<file path="src/rtl/alu_ops_pkg.sv">
// ---------------------------------------------------------------------------
// alu_ops_pkg
// Shared definitions for the sequential ALU and the ALU control decoder.
//   alu_op_e     : 4-bit operation codes produced by the ALU control decoder
//   alu_state_e  : control FSM state encoding of seq_alu_unit
//   is_iterative : true for operations that run on the multi-cycle datapath
// ---------------------------------------------------------------------------
package alu_ops_pkg;

    typedef enum logic [3:0] {
        OP_AND   = 4'b0000,
        OP_OR    = 4'b0001,
        OP_NOR   = 4'b0010,
        OP_ADD   = 4'b0011,
        OP_SUB   = 4'b0100,
        OP_SLT   = 4'b0101,
        OP_SLL   = 4'b0110,
        OP_SRL   = 4'b0111,
        OP_LUI   = 4'b1000,
        OP_NOP   = 4'b1001,
        OP_MULTU = 4'b1010,
        OP_DIVU  = 4'b1011,
        OP_MFHI  = 4'b1100,
        OP_MFLO  = 4'b1101
    } alu_op_e;

    typedef enum logic [1:0] {
        ST_IDLE = 2'b00,
        ST_BUSY = 2'b01,
        ST_DONE = 2'b10
    } alu_state_e;

    // MULTU and DIVU are the only operations that need the iterative datapath.
    function automatic logic is_iterative(input logic [3:0] op);
        return (op == OP_MULTU) || (op == OP_DIVU);
    endfunction

endpackage

</file>
<file path="src/rtl/mult_div_iter.sv">
// ---------------------------------------------------------------------------
// mult_div_iter
// Iterative unsigned multiply (shift-add) / divide (restoring), one bit per
// clock, WIDTH iterations per operation. HI/LO are committed on the last
// iteration only, so an operation aborted by reset leaves them untouched
// (reset clears them anyway).
// Ports:
//   clk, reset      : clock, asynchronous active-low reset
//   start_i         : load operands and begin (op_i selects MULTU or DIVU)
//   op_i            : operation code, OP_DIVU selects division
//   a_i, b_i        : operands (rs, rt)
//   last_o          : high during the final iteration cycle
//   lo_next_o       : LO value being committed in the final iteration
//   hi_o, lo_o      : committed HI / LO registers
// ---------------------------------------------------------------------------
module mult_div_iter
    import alu_ops_pkg::*;
#(
    parameter int WIDTH = 32
) (
    input  logic             clk,
    input  logic             reset,
    input  logic             start_i,
    input  logic [3:0]       op_i,
    input  logic [WIDTH-1:0] a_i,
    input  logic [WIDTH-1:0] b_i,
    output logic             last_o,
    output logic [WIDTH-1:0] lo_next_o,
    output logic [WIDTH-1:0] hi_o,
    output logic [WIDTH-1:0] lo_o
);

    localparam int CW = $clog2(WIDTH);

    logic               running;
    logic [CW-1:0]      count;
    logic               is_div;
    logic               start_div;
    logic [WIDTH-1:0]   operand;
    logic [2*WIDTH-1:0] acc;
    logic [2*WIDTH-1:0] acc_next;
    logic [WIDTH:0]     mul_sum;
    logic [WIDTH:0]     div_shift;
    logic [WIDTH-1:0]   div_diff;

    assign start_div = (op_i == OP_DIVU);

    // One iteration step. acc holds {upper, lower}:
    //   multiply: {partial product, remaining multiplier bits}, operand = multiplicand
    //   divide  : {partial remainder, remaining dividend/quotient bits}, operand = divisor
    // A zero divisor always "fits", giving an all-ones quotient and leaving
    // the dividend as remainder, which is exactly the required behaviour.
    always_comb begin
        acc_next  = '0;
        mul_sum   = {1'b0, acc[2*WIDTH-1:WIDTH]} + (acc[0] ? {1'b0, operand} : '0);
        div_shift = {acc[2*WIDTH-1:WIDTH], acc[WIDTH-1]};
        div_diff  = div_shift[WIDTH-1:0] - operand;
        if (is_div) begin
            if (div_shift >= {1'b0, operand})
                acc_next = {div_diff, acc[WIDTH-2:0], 1'b1};
            else
                acc_next = {div_shift[WIDTH-1:0], acc[WIDTH-2:0], 1'b0};
        end else begin
            acc_next = {mul_sum, acc[WIDTH-1:1]};
        end
    end

    assign last_o    = running && (count == CW'(WIDTH - 1));
    assign lo_next_o = acc_next[WIDTH-1:0];

    // Operand load on start, then WIDTH iterations; HI/LO commit on the last.
    always_ff @(posedge clk or negedge reset) begin
        if (!reset) begin
            running <= 1'b0;
            count   <= '0;
            is_div  <= 1'b0;
            operand <= '0;
            acc     <= '0;
            hi_o    <= '0;
            lo_o    <= '0;
        end else if (start_i) begin
            running <= 1'b1;
            count   <= '0;
            is_div  <= start_div;
            operand <= start_div ? b_i : a_i;
            acc     <= {{WIDTH{1'b0}}, (start_div ? a_i : b_i)};
        end else if (running) begin
            acc   <= acc_next;
            count <= count + CW'(1);
            if (last_o) begin
                running <= 1'b0;
                hi_o    <= acc_next[2*WIDTH-1:WIDTH];
                lo_o    <= acc_next[WIDTH-1:0];
            end
        end
    end

endmodule

</file>
<file path="src/rtl/seq_alu_unit.sv">
// ---------------------------------------------------------------------------
// seq_alu_unit
// Sequential ALU: single-cycle logic/arith/shift ops plus iterative MULTU and
// DIVU with HI/LO registers. Handshake is start_i/ready_o in, done_o pulse out.
// Ports:
//   clk, reset       : clock, asynchronous active-low reset
//   start_i          : request strobe, accepted only while ready_o=1
//   alu_operation_i  : 4-bit op code (alu_ops_pkg::alu_op_e)
//   a_i, b_i         : operands A (rs) and B (rt / immediate)
//   shamt_i          : shift amount for SLL/SRL
//   ready_o          : idle, can accept a request
//   done_o           : one-cycle pulse, result_o valid
//   result_o         : registered result, held until next done_o
//   zero_o           : result_o == 0
// ---------------------------------------------------------------------------
module seq_alu_unit
    import alu_ops_pkg::*;
#(
    parameter int WIDTH = 32
) (
    input  logic             clk,
    input  logic             reset,
    input  logic             start_i,
    input  logic [3:0]       alu_operation_i,
    input  logic [WIDTH-1:0] a_i,
    input  logic [WIDTH-1:0] b_i,
    input  logic [4:0]       shamt_i,
    output logic             ready_o,
    output logic             done_o,
    output logic [WIDTH-1:0] result_o,
    output logic             zero_o
);

    alu_state_e       state;
    logic             accept;
    logic             iter_op;
    logic [WIDTH-1:0] single_result;
    logic             md_last;
    logic [WIDTH-1:0] md_lo_next;
    logic [WIDTH-1:0] hi;
    logic [WIDTH-1:0] lo;

    assign accept  = start_i && ready_o;
    assign iter_op = is_iterative(alu_operation_i);

    mult_div_iter #(
        .WIDTH (WIDTH)
    ) u_mult_div (
        .clk       (clk),
        .reset     (reset),
        .start_i   (accept && iter_op),
        .op_i      (alu_operation_i),
        .a_i       (a_i),
        .b_i       (b_i),
        .last_o    (md_last),
        .lo_next_o (md_lo_next),
        .hi_o      (hi),
        .lo_o      (lo)
    );

    // Single-cycle results; MFHI/MFLO read HI/LO as committed so far.
    always_comb begin
        single_result = '0;
        case (alu_operation_i)
            OP_AND:  single_result = a_i & b_i;
            OP_OR:   single_result = a_i | b_i;
            OP_NOR:  single_result = ~(a_i | b_i);
            OP_ADD:  single_result = a_i + b_i;
            OP_SUB:  single_result = a_i - b_i;
            OP_SLT:  single_result = {{(WIDTH-1){1'b0}}, ($signed(a_i) < $signed(b_i))};
            OP_SLL:  single_result = b_i << shamt_i;
            OP_SRL:  single_result = b_i >> shamt_i;
            OP_LUI:  single_result = WIDTH'({b_i[15:0], 16'h0000});
            OP_MFHI: single_result = hi;
            OP_MFLO: single_result = lo;
            default: single_result = '0;
        endcase
    end

    // Control FSM with registered ready/done/result. Requests arriving while
    // BUSY or DONE are dropped because ready_o is low in those states.
    always_ff @(posedge clk or negedge reset) begin
        if (!reset) begin
            state    <= ST_IDLE;
            ready_o  <= 1'b1;
            done_o   <= 1'b0;
            result_o <= '0;
        end else begin
            case (state)
                ST_IDLE: begin
                    if (accept) begin
                        ready_o <= 1'b0;
                        if (iter_op) begin
                            state <= ST_BUSY;
                        end else begin
                            state    <= ST_DONE;
                            done_o   <= 1'b1;
                            result_o <= single_result;
                        end
                    end
                end
                ST_BUSY: begin
                    if (md_last) begin
                        state    <= ST_DONE;
                        done_o   <= 1'b1;
                        result_o <= md_lo_next;
                    end
                end
                ST_DONE: begin
                    state   <= ST_IDLE;
                    ready_o <= 1'b1;
                    done_o  <= 1'b0;
                end
                default: begin
                    state   <= ST_IDLE;
                    ready_o <= 1'b1;
                    done_o  <= 1'b0;
                end
            endcase
        end
    end

    assign zero_o = (result_o == '0);

endmodule

</file>
<file path="config.mk">
export PLATFORM = sky130hd
export DESIGN_NAME = seq_alu_unit
export DESIGN_NICKNAME = d
export VERILOG_FILES = /design/src/rtl/alu_ops_pkg.sv /design/src/rtl/mult_div_iter.sv /design/src/rtl/seq_alu_unit.sv
export SDC_FILE = /design/constraint.sdc
export NUM_CORES = 1
export LEC_CHECK = 0
export CAP_MARGIN = 20
export CORE_MARGIN = 4
export CORE_UTILIZATION = 39
export DETAILED_ROUTE_END_ITERATION = 8
export PLACE_DENSITY = 0.68
export SLEW_MARGIN = 20
export SYNTH_ARGS = -nofsm -noshare
export SYNTH_HDL_FRONTEND = slang
export SYNTH_SLANG_ARGS = --single-unit
</file>
<file path="constraint.sdc">
create_clock -name clk -period 3.8 [get_ports clk]
set_input_delay 0.95 -clock clk [delete_from_list [all_inputs] [get_ports clk]]
set_output_delay 0.95 -clock clk [all_outputs]
set_load 0.05 [all_outputs]
</file>
# Word level (Yosys, flattened, before mapping)
# Index checks and enable logic that the tools add are counted.
dict set report word_totals {
  register_bits 203
  inputBits 76
  out_inout_bits 35
  wordCells 83
}
dict set report op_classes {
  add_sub_neg 5
  magnitude_cmp 2
  n_eq_ne 17
  n_shift 2
  mux 27
  n_bitwise 5
  reduce_logical 14
}
# op n
set op_table {}
lappend op_table {{one-hot mux 32 bit (11 select lines)} 1}
lappend op_table {{2-to-1 mux 64 bit} 4}
lappend op_table {{2-to-1 mux 32 bit} 6}
lappend op_table {{one-hot mux 32 bit (2 select lines)} 1}
lappend op_table {{subtractor 32 bit} 2}
lappend op_table {{adder 32 x 33 -> 33 bit} 1}
lappend op_table {{>= comparator 33 x 32 -> 1 bit} 1}
lappend op_table {{adder 32 bit} 1}
lappend op_table {{AND 32 bit} 1}
lappend op_table {{logical NOT 32 bit} 1}
lappend op_table {{less-than comparator 32 bit} 1}
lappend op_table {{inverter 32 bit} 1}
lappend op_table {{OR 32 bit} 1}
lappend op_table {{left shift 32 x 5 -> 32 bit} 1}
lappend op_table {{>> shifter 32 x 5 -> 32 bit} 1}
lappend op_table {{equality test 4 bit (second input constant)} 5}
lappend op_table {{equality test 4 x 3 -> 1 bit (second input constant)} 4}
lappend op_table {{2-to-1 mux 5 bit} 2}
lappend op_table {{equality test 4 x 2 -> 1 bit (second input constant)} 2}
lappend op_table {{2-to-1 mux 1 bit} 7}
lappend op_table {{2-to-1 mux 2 bit} 3}
lappend op_table {{!= test 2 bit (second input constant)} 3}
lappend op_table {{AND reduction 3 bit} 2}
lappend op_table {{adder 5 x 1 -> 5 bit (second input constant)} 1}
lappend op_table {{other kinds (13)} 19}

# Depth between registers and ports, before layout
# Gate-level depths: netlist of run 1.
dict set report logic_depth {
  depth_word 6
  mapped_depth 14
  depth_no_buf 13
}

# Modules after synthesis
# A second synthesis of run 1 with hierarchy kept.
dict set report hier_totals {
  hier_cells 3000
  area_unflattened_um2 23513.8
}
# mod n_inst cells_per_inst area_each_um2 seq_area_each_um2
set modules_own_cells {}
lappend modules_own_cells {mult_div_iter 1 1436 12348.1 4179.0}
lappend modules_own_cells {seq_alu_unit 1 1564 11165.7 902.1}

# Least setup slack after synthesis of run 1
# No wires, ideal clock.
dict set report synth_path {
  kind {input port to flip-flop}
  startpoint {input port b_i[6]}
  endpoint {register result_o[25]}
  setup_ps 79
  arrival_ps 3590
  required_ps 3721
  setup_slack_ps 131
  cell_stages 12
  n_path_buf 2
  path_cell_list {clkbuf_1 -> inv_1 -> ha_1 -> buf_2 -> or4_4 -> nor4_4 -> a22oi_2 -> a21oi_4 -> a21oi_2 -> or4_1 -> a22oi_1 -> a2bb2oi_1}
}
dict set report synth_between {
  elab_chain_len 5
  elab_cells_between_ends 8
  classes_between {2 x add/sub; 2 x shift; 4 x mux}
}
# element line
set synth_rtl {}
lappend synth_rtl {{from (decl)} seq_alu_unit.sv:26} ;# input logic [WIDTH-1:0] b_i,
lappend synth_rtl {{subtractor 32 bit, or another cell as far along} seq_alu_unit.sv:69} ;# OP_SUB: single_result = a_i - b_i;
lappend synth_rtl {{one-hot mux 32 bit (11 select lines) (*)} seq_alu_unit.sv:64} ;# case (alu_operation_i)
lappend synth_rtl {{2-to-1 mux 32 bit (*)} seq_alu_unit.sv:93} ;# if (iter_op) begin
lappend synth_rtl {{2-to-1 mux 32 bit (*)} seq_alu_unit.sv:91} ;# if (accept) begin
lappend synth_rtl {{one-hot mux 32 bit (2 select lines) (*)} seq_alu_unit.sv:89} ;# case (state)
lappend synth_rtl {{to (signal assigned)} seq_alu_unit.sv:98} ;# result_o <= single_result;
lappend synth_rtl {{to (signal assigned)} seq_alu_unit.sv:106} ;# result_o <= md_lo_next;
lappend synth_rtl {{to (decl)} seq_alu_unit.sv:30} ;# output logic [WIDTH-1:0] result_o,
# Mark *: on every way between the ends. The rest lies on a longest branch, timed or not. The select of a mux whose other input is x is not followed.
# A chain may end at the register's enable or synchronous reset.

# Worst setup path after layout of run 1
dict set report layout_path {
  startpoint {input port a_i[1]}
  endpoint {register result_o[24]}
}
dict set report layout_between {
  elab_chain_len 5
  elab_cells_between_ends 6
  classes_between {2 x add/sub; 4 x mux}
}
# element line
set layout_rtl {}
lappend layout_rtl {{from (decl)} seq_alu_unit.sv:25} ;# input logic [WIDTH-1:0] a_i,
lappend layout_rtl {{subtractor 32 bit or adder 32 bit (tied branches)} {seq_alu_unit.sv:69, seq_alu_unit.sv:68}}
lappend layout_rtl {{one-hot mux 32 bit (11 select lines) (*)} seq_alu_unit.sv:64}
lappend layout_rtl {{2-to-1 mux 32 bit (*)} seq_alu_unit.sv:93}
lappend layout_rtl {{2-to-1 mux 32 bit (*)} seq_alu_unit.sv:91}
lappend layout_rtl {{one-hot mux 32 bit (2 select lines) (*)} seq_alu_unit.sv:89}
# Marks and branches as above.

==> results.json, run 1 <==
{
  "status": "finished, final reports clean",
  "worst-path-max-fanout": 4,
  "syn_to_final_growth_pct": 31.7,
  "tightest_slew_ns": 0.944,
  "post_drt_wl_per_cell_um": 27.5,
  "postPlaceCellArea_um2": 29300,
  "synthCells": 3031,
  "r2r_cells": 15,
  "layout_setup_ws_ns": 0.0250,
  "crit_start": "a_i[1]",
  "drc": 0,
  "cts_hold_buffers": 0,
  "cap_violations": 0,
  "slew_violations": 0,
  "r2r_start": "u_mult_div.acc[0]$_DFFE_PN0P_",
  "fin_worst_skew_ns": 0.0288,
  "clk_pin_slew_ns": 0.06,
  "place.detailed.hpwl_um": 96000,
  "setup.worst_path.end_class": "flip-flop",
  "synth_flop_cell": "dfrtp_1",
  "tns_ns": 0,
  "async_reset_ff_share_pct": 100,
  "worstSkewPairLatency_ns": 0.58,
  "first_global_vias": 26101,
  "num_vias": 27165,
  "setup_violations": 0,
  "p_leak_uw": 0.0138,
  "max_freq_mhz": 265,
  "ys_warn_count": 0,
  "cts_buffers": 26,
  "drtPass1Iterations": 5,
  "dieWidth_um": 251,
  "ctsLongestPathBuffers": 3,
  "worstPathArrival_ns": 4.21,
  "viasPerCell": 6.25,
  "final.min_clock_period_ns": 3.78,
  "cts_root_buffer": "clkbuf_16",
  "grt_overflow_total": 0,
  "layout_common_cells": "buf_4, nand2_1, nor2_1",
  "gp_congestion": 1.08,
  "coreArea_um2": 58100,
  "final_common_cell": "buf_4",
  "synth_edf_count": 0,
  "wirelength_um": 119000,
  "p_total_uw": 20200,
  "fin_area_um2": 30400,
  "synth_seq_area_share_pct": 22.0,
  "r2r_slack_ns": 0.19,
  "timing.rr.end": "u_mult_div.acc[59]$_DFFE_PN0P_",
  "fin_cells": 4343,
  "avgSynthCellArea_um2": 7.62,
  "drt_first_iter_violations": 3015,
  "powerDensity_nw_per_um2": 664,
  "grt_first_pass_wirelength_um": 172000,
  "yosysTopAreaCell": "dfrtp_1",
  "dp_cells": 4294,
  "clock-sinks": 203,
  "grt_antenna_before_repair": 10,
  "peakVddDrop_uv": 733,
  "synth_cell_types": 97,
  "start_util_pct": 39.7,
  "ioPinCount": 111,
  "synthTopCellsByArea": "dfrtp_1, ha_1, a21oi_1",
  "place.port_buffers": 110,
  "grt_max_degree": 102,
  "hold_viol_final": 0,
  "die_h_um": 251,
  "critical_path.endpoint": "result_o[24]$_DFFE_PN0P_",
  "worstSetupPathType": "input pin to flip-flop",
  "yosys_register_bits": 203,
  "drive_gt1_share_pct": 22.9,
  "start_kind": "input pin",
  "final_nets": 3811,
  "place_ws_ns": -0.900,
  "n_fill_cell": 5711,
  "synth_top_cell_area_share_pct": 21.9,
  "rows": 88,
  "antenna_left": 0,
  "cts_max_level": 1,
  "tritoncts": "yes",
  "maxSlewHeadroom_pct": 36.4,
  "syn_area_um2": 23100,
  "final.period_utilization_pct": 99.3,
  "dieArea_um2": 63200,
  "grt_use_total_pct": 36.1,
  "min_path_type": "input pin to asynchronous set/reset pin",
  "cp.required_ns": 4.23,
  "synth_nets": 3285
}
[per-stage QoR]
stage                     utilization (%)  hold slack (ns)
after global routing                 52.3            0.414
after floorplan                         -            0.446
final                                52.3            0.357
after CTS                            52.0            0.411
after global placement               50.3            0.463
after detailed placement             50.3            0.472
[report_power, final]
group	switching, uW	leakage (uW)	internal (uW)	total, uW
Combinational	7880	0.0109	5410	13300
Sequential	1000	0.00244	3100	4100
Clock	1100	0.000452	1720	2820
Total	9980	0.0138	10200	20200
[final cells by class]
type / count / area, um^2 / share of cell area (%)
antenna: 1 / 2.50 / 0.00823
inverter: 162 / 608 / 2.00
sequential: 203 / 5090 / 16.7
timing repair buffer: 730 / 6080 / 20.0
multi-input combinational: 2434 / 16700 / 55.0
clock inverter: 14 / 250 / 0.823
tap: 765 / 957 / 3.15
clock buffer: 34 / 701 / 2.30
[cell families after synthesis]
group,share of synthesized area (%)
AOI/OAI and AO/OA,31.0
and+or+nand+nor,19.1
buffers and inverters,6.72
DFF,22.0
adders and majority gates,9.77
muxes,9.48
xor gates and xnor gates,1.90
[cell usage after synthesis, types with 30 or more instances]
library cell  count
nand3_1          48
dfrtp_1         202
a31oi_1          40
inv_1           159
nand2_1         329
a21o_1           64
a221oi_1         31
nor3_1           61
a21oi_1         261
ha_1            174
clkbuf_1        165
nor2_1          291
o211ai_1         68
and2_1           43
o21ai_0         260
nand4_1          30
mux2i_1          87
xnor2_1          31
a211oi_1         54
buf_2            37
mux4_2           45
[how the worst min path moves through the flow]
stage,from,to,depth (start not counted)
global placement,u_mult_div.lo_o[10]$_DFFE_PN0P_,u_mult_div.lo_o[10]$_DFFE_PN0P_,2
global route,reset,result_o[7]$_DFFE_PN0P_,1
floorplan,u_mult_div.hi_o[6]$_DFFE_PN0P_,u_mult_div.hi_o[6]$_DFFE_PN0P_,2
detailed placement,u_mult_div.lo_o[10]$_DFFE_PN0P_,u_mult_div.lo_o[10]$_DFFE_PN0P_,2
CTS,reset,result_o[7]$_DFFE_PN0P_,1
finish,reset,result_o[7]$_DFFE_PN0P_,1
[sequential cells by signal, summed over array words and instances, names as in the netlist]
register,count
u_mult_div.acc,64
result_o,32
u_mult_div.hi_o,32
u_mult_div.lo_o,32
u_mult_div.operand,32
u_mult_div.count,5
state,2
done_o,1
ready_o,1
u_mult_div.is_div,1
u_mult_div.running,1
[repair_timing]
| item | in CTS | in global routing |
|---|---|---|
| pin swaps | 5 | 8 |
| resized for setup | 13 | 35 |
| endpoints found under the hold margin | 0 | 0 |
| endpoints found under the setup margin | 16 | 25 |
| buffers inserted | 0 | 1 |
[per-layer routing]
| layer | vias to the layer above | wire (um) | global-route usage, % |
|---|---|---|---|
| met4 | 12 | 6110 | 14.6 |
| met2 | 1505 | 51600 | 56.2 |
| li1 | 12243 | - | - |
| met1 | 13090 | 48600 | 47.5 |
| met5 | - | 84 | 0 |
| met3 | 315 | 13100 | 10.2 |
[worst max-delay path, cell delays in order]
cell and delay (ns):
clkdlybuf4s50_1 0.50, buf_6 0.15, inv_1 0.08, buf_4 0.16, fa_1 0.48, nor2b_1 0.23, o31ai_2 0.16, a21o_1 0.23
a21oi_2 0.31, o21ai_0 0.21, a21oi_1 0.25, nor2_1 0.06, a2111oi_0 0.36, nor3_1 0.08
Note: power is estimated with default switching activity, not from simulation.
==> run 2, diff against run 1 <==
CTS_BUF_LIST = sky130_fd_sc_hd__clkbuf_8 sky130_fd_sc_hd__clkbuf_16   (was default)
==> run 2 against run 1 <==
  * Sequential share of layout area unchanged
  * Register-to-register slack about the same
  * Sequential power about the same
  * Clock power about the same
  * Final cell count unchanged
  * Fmax about the same
  * Wire length about the same
  * Clock-buffer cell count down 6
  * First-iteration DRC count up 0.23%
  * Setup slack better by 0.0023 ns
  * Worst hold slack about the same
==> results.json, run 2 (synthesized netlist as in run 1, its figures left out) <==
{
  "min_path_type": "input pin to asynchronous set/reset pin",
  "grt_use_met2_pct": 56.2,
  "wirelength_um": 119000,
  "powerDensity_nw_per_um2": 664,
  "clock-sinks": 203,
  "worstSetupPathType": "input pin to flip-flop",
  "ioPinCount": 111,
  "coreArea_um2": 58100,
  "hold_viol_final": 0,
  "regMostFlops": "u_mult_div.acc",
  "grt_antenna_before_repair": 10,
  "cap_violations": 0,
  "tightest_slew_ns": 0.944,
  "maxSlewHeadroom_pct": 36.4,
  "clk_pin_slew_ns": 0.06,
  "grt_max_degree": 102,
  "status": "finished, final reports clean",
  "grt_overflow_total": 0,
  "timing.rr.end": "u_mult_div.acc[59]$_DFFE_PN0P_",
  "p_leak_uw": 0.0138,
  "dieWidth_um": 251,
  "cp.required_ns": 4.23,
  "num_vias": 27145,
  "rows": 88,
  "place.detailed.hpwl_um": 96000,
  "cts_max_level": 1,
  "antenna_left": 0,
  "grtUsageMet3_pct": 10.2,
  "fin_cells": 4343,
  "layout_common_cells": "buf_4, nand2_1, nor2_1",
  "worstPathArrival_ns": 4.20,
  "gp_congestion": 1.08,
  "setup_violations": 0,
  "post_drt_wl_per_cell_um": 27.5,
  "tritoncts": "yes",
  "dp_cells": 4294,
  "n_fill_cell": 5711,
  "final.min_clock_period_ns": 3.77,
  "r2r_slack_ns": 0.19,
  "dieArea_um2": 63200,
  "ctsLongestPathBuffers": 3,
  "grt_use_total_pct": 36.1,
  "drt_first_iter_violations": 3022,
  "r2r_cells": 15,
  "r2r_start": "u_mult_div.acc[0]$_DFFE_PN0P_",
  "die_h_um": 251,
  "viasPerCell": 6.25,
  "crit_start": "a_i[1]",
  "place.port_buffers": 110,
  "worst-path-max-fanout": 4,
  "cts_buffers": 26,
  "met1_usage_pct": 47.5,
  "drtPass1Iterations": 6,
  "busiest_layer": "met2",
  "drive_gt1_share_pct": 22.9,
  "setup.worst_path.end_class": "flip-flop",
  "final_common_cell": "buf_4",
  "first_global_vias": 26101,
  "critical_path.endpoint": "result_o[24]$_DFFE_PN0P_",
  "final_nets": 3811,
  "worstSkewPairLatency_ns": 0.58,
  "max_freq_mhz": 265,
  "syn_to_final_growth_pct": 31.7,
  "cts_root_buffer": "clkbuf_16",
  "drc": 0,
  "fin_worst_skew_ns": 0.0288,
  "start_util_pct": 39.7,
  "largest_reg_flops": 64,
  "tns_ns": 0,
  "peakVddDrop_uv": 733,
  "start_kind": "input pin",
  "grt_first_pass_wirelength_um": 172000,
  "final.period_utilization_pct": 99.3,
  "slew_violations": 0
}
-- run 2: per-stage QoR --
step | hold slack, ns | util [%] | setup WS, ns | power [uW] | instance area (um^2)
after CTS | 0.411 | 52.0 | 0.00571 | 19800 | 30200
final | 0.357 | 52.3 | 0.0273 | 20200 | 30400
after floorplan | 0.446 | - | 0.131 | 12000 | 23100
after global routing | 0.414 | 52.3 | -0.00245 | 21400 | 30400
after detailed placement | 0.472 | 50.3 | -0.900 | 16900 | 29300
after global placement | 0.463 | 50.3 | -0.850 | 16800 | 29300
-- run 2: power by group --
group,total [uW],internal [uW],switching (uW)
combinational,13300,5410,7890
sequential,4100,3100,1000
clock,2800,1700,1100
-- run 2: worst max-delay path, stage by stage --
cell             delay [ns]
clkdlybuf4s50_1        0.50
buf_6                  0.15
inv_1                  0.08
buf_4                  0.16
fa_1                   0.48
nor2b_1                0.23
o31ai_2                0.15
a21o_1                 0.23
a21oi_2                0.31
o21ai_0                0.21
a21oi_1                0.25
nor2_1                 0.06
a2111oi_0              0.36
nor3_1                 0.08
-- run 2: how the worst min path moves through the flow --
| stage | startpoint | endpoint | slack [ns] | cells after the start |
|---|---|---|---|---|
| after floorplan | u_mult_div.hi_o[6]$_DFFE_PN0P_ | u_mult_div.hi_o[6]$_DFFE_PN0P_ | 0.45 | 2 |
| after global placement | u_mult_div.lo_o[10]$_DFFE_PN0P_ | u_mult_div.lo_o[10]$_DFFE_PN0P_ | 0.46 | 2 |
| after detailed placement | u_mult_div.lo_o[10]$_DFFE_PN0P_ | u_mult_div.lo_o[10]$_DFFE_PN0P_ | 0.47 | 2 |
| after CTS | reset | result_o[7]$_DFFE_PN0P_ | 0.41 | 1 |
| after global routing | reset | result_o[7]$_DFFE_PN0P_ | 0.41 | 1 |
| final | reset | result_o[7]$_DFFE_PN0P_ | 0.36 | 1 |
-- run 2: routing by layer --
layer  up-vias  routed length [um]
met1     13074               48700
met2      1514               51600
met3       305               13000
met5         -                  84
met4        12                6030
li1      12240                   -
-- run 2: layout make-up --
class	count	area [um^2]	share of cell area (%)
multi-input cells	2434	16700	55.0
repair buffers	730	6080	20.0
flip-flops and latches	203	5090	16.7
well taps	765	957	3.15
clock buffers	28	678	2.23
inverters	162	608	2.00
clock inverters	20	273	0.897
diodes	1	2.50	0.00823
-- run 2: timing repair --
action / CTS / global route
setup endpoints to repair: 16 / 25
buffers inserted: 0 / 1
hold buffers: 0 / 0
cloned: 0 / 0
gates resized for setup: 13 / 35
pin swaps: 5 / 8
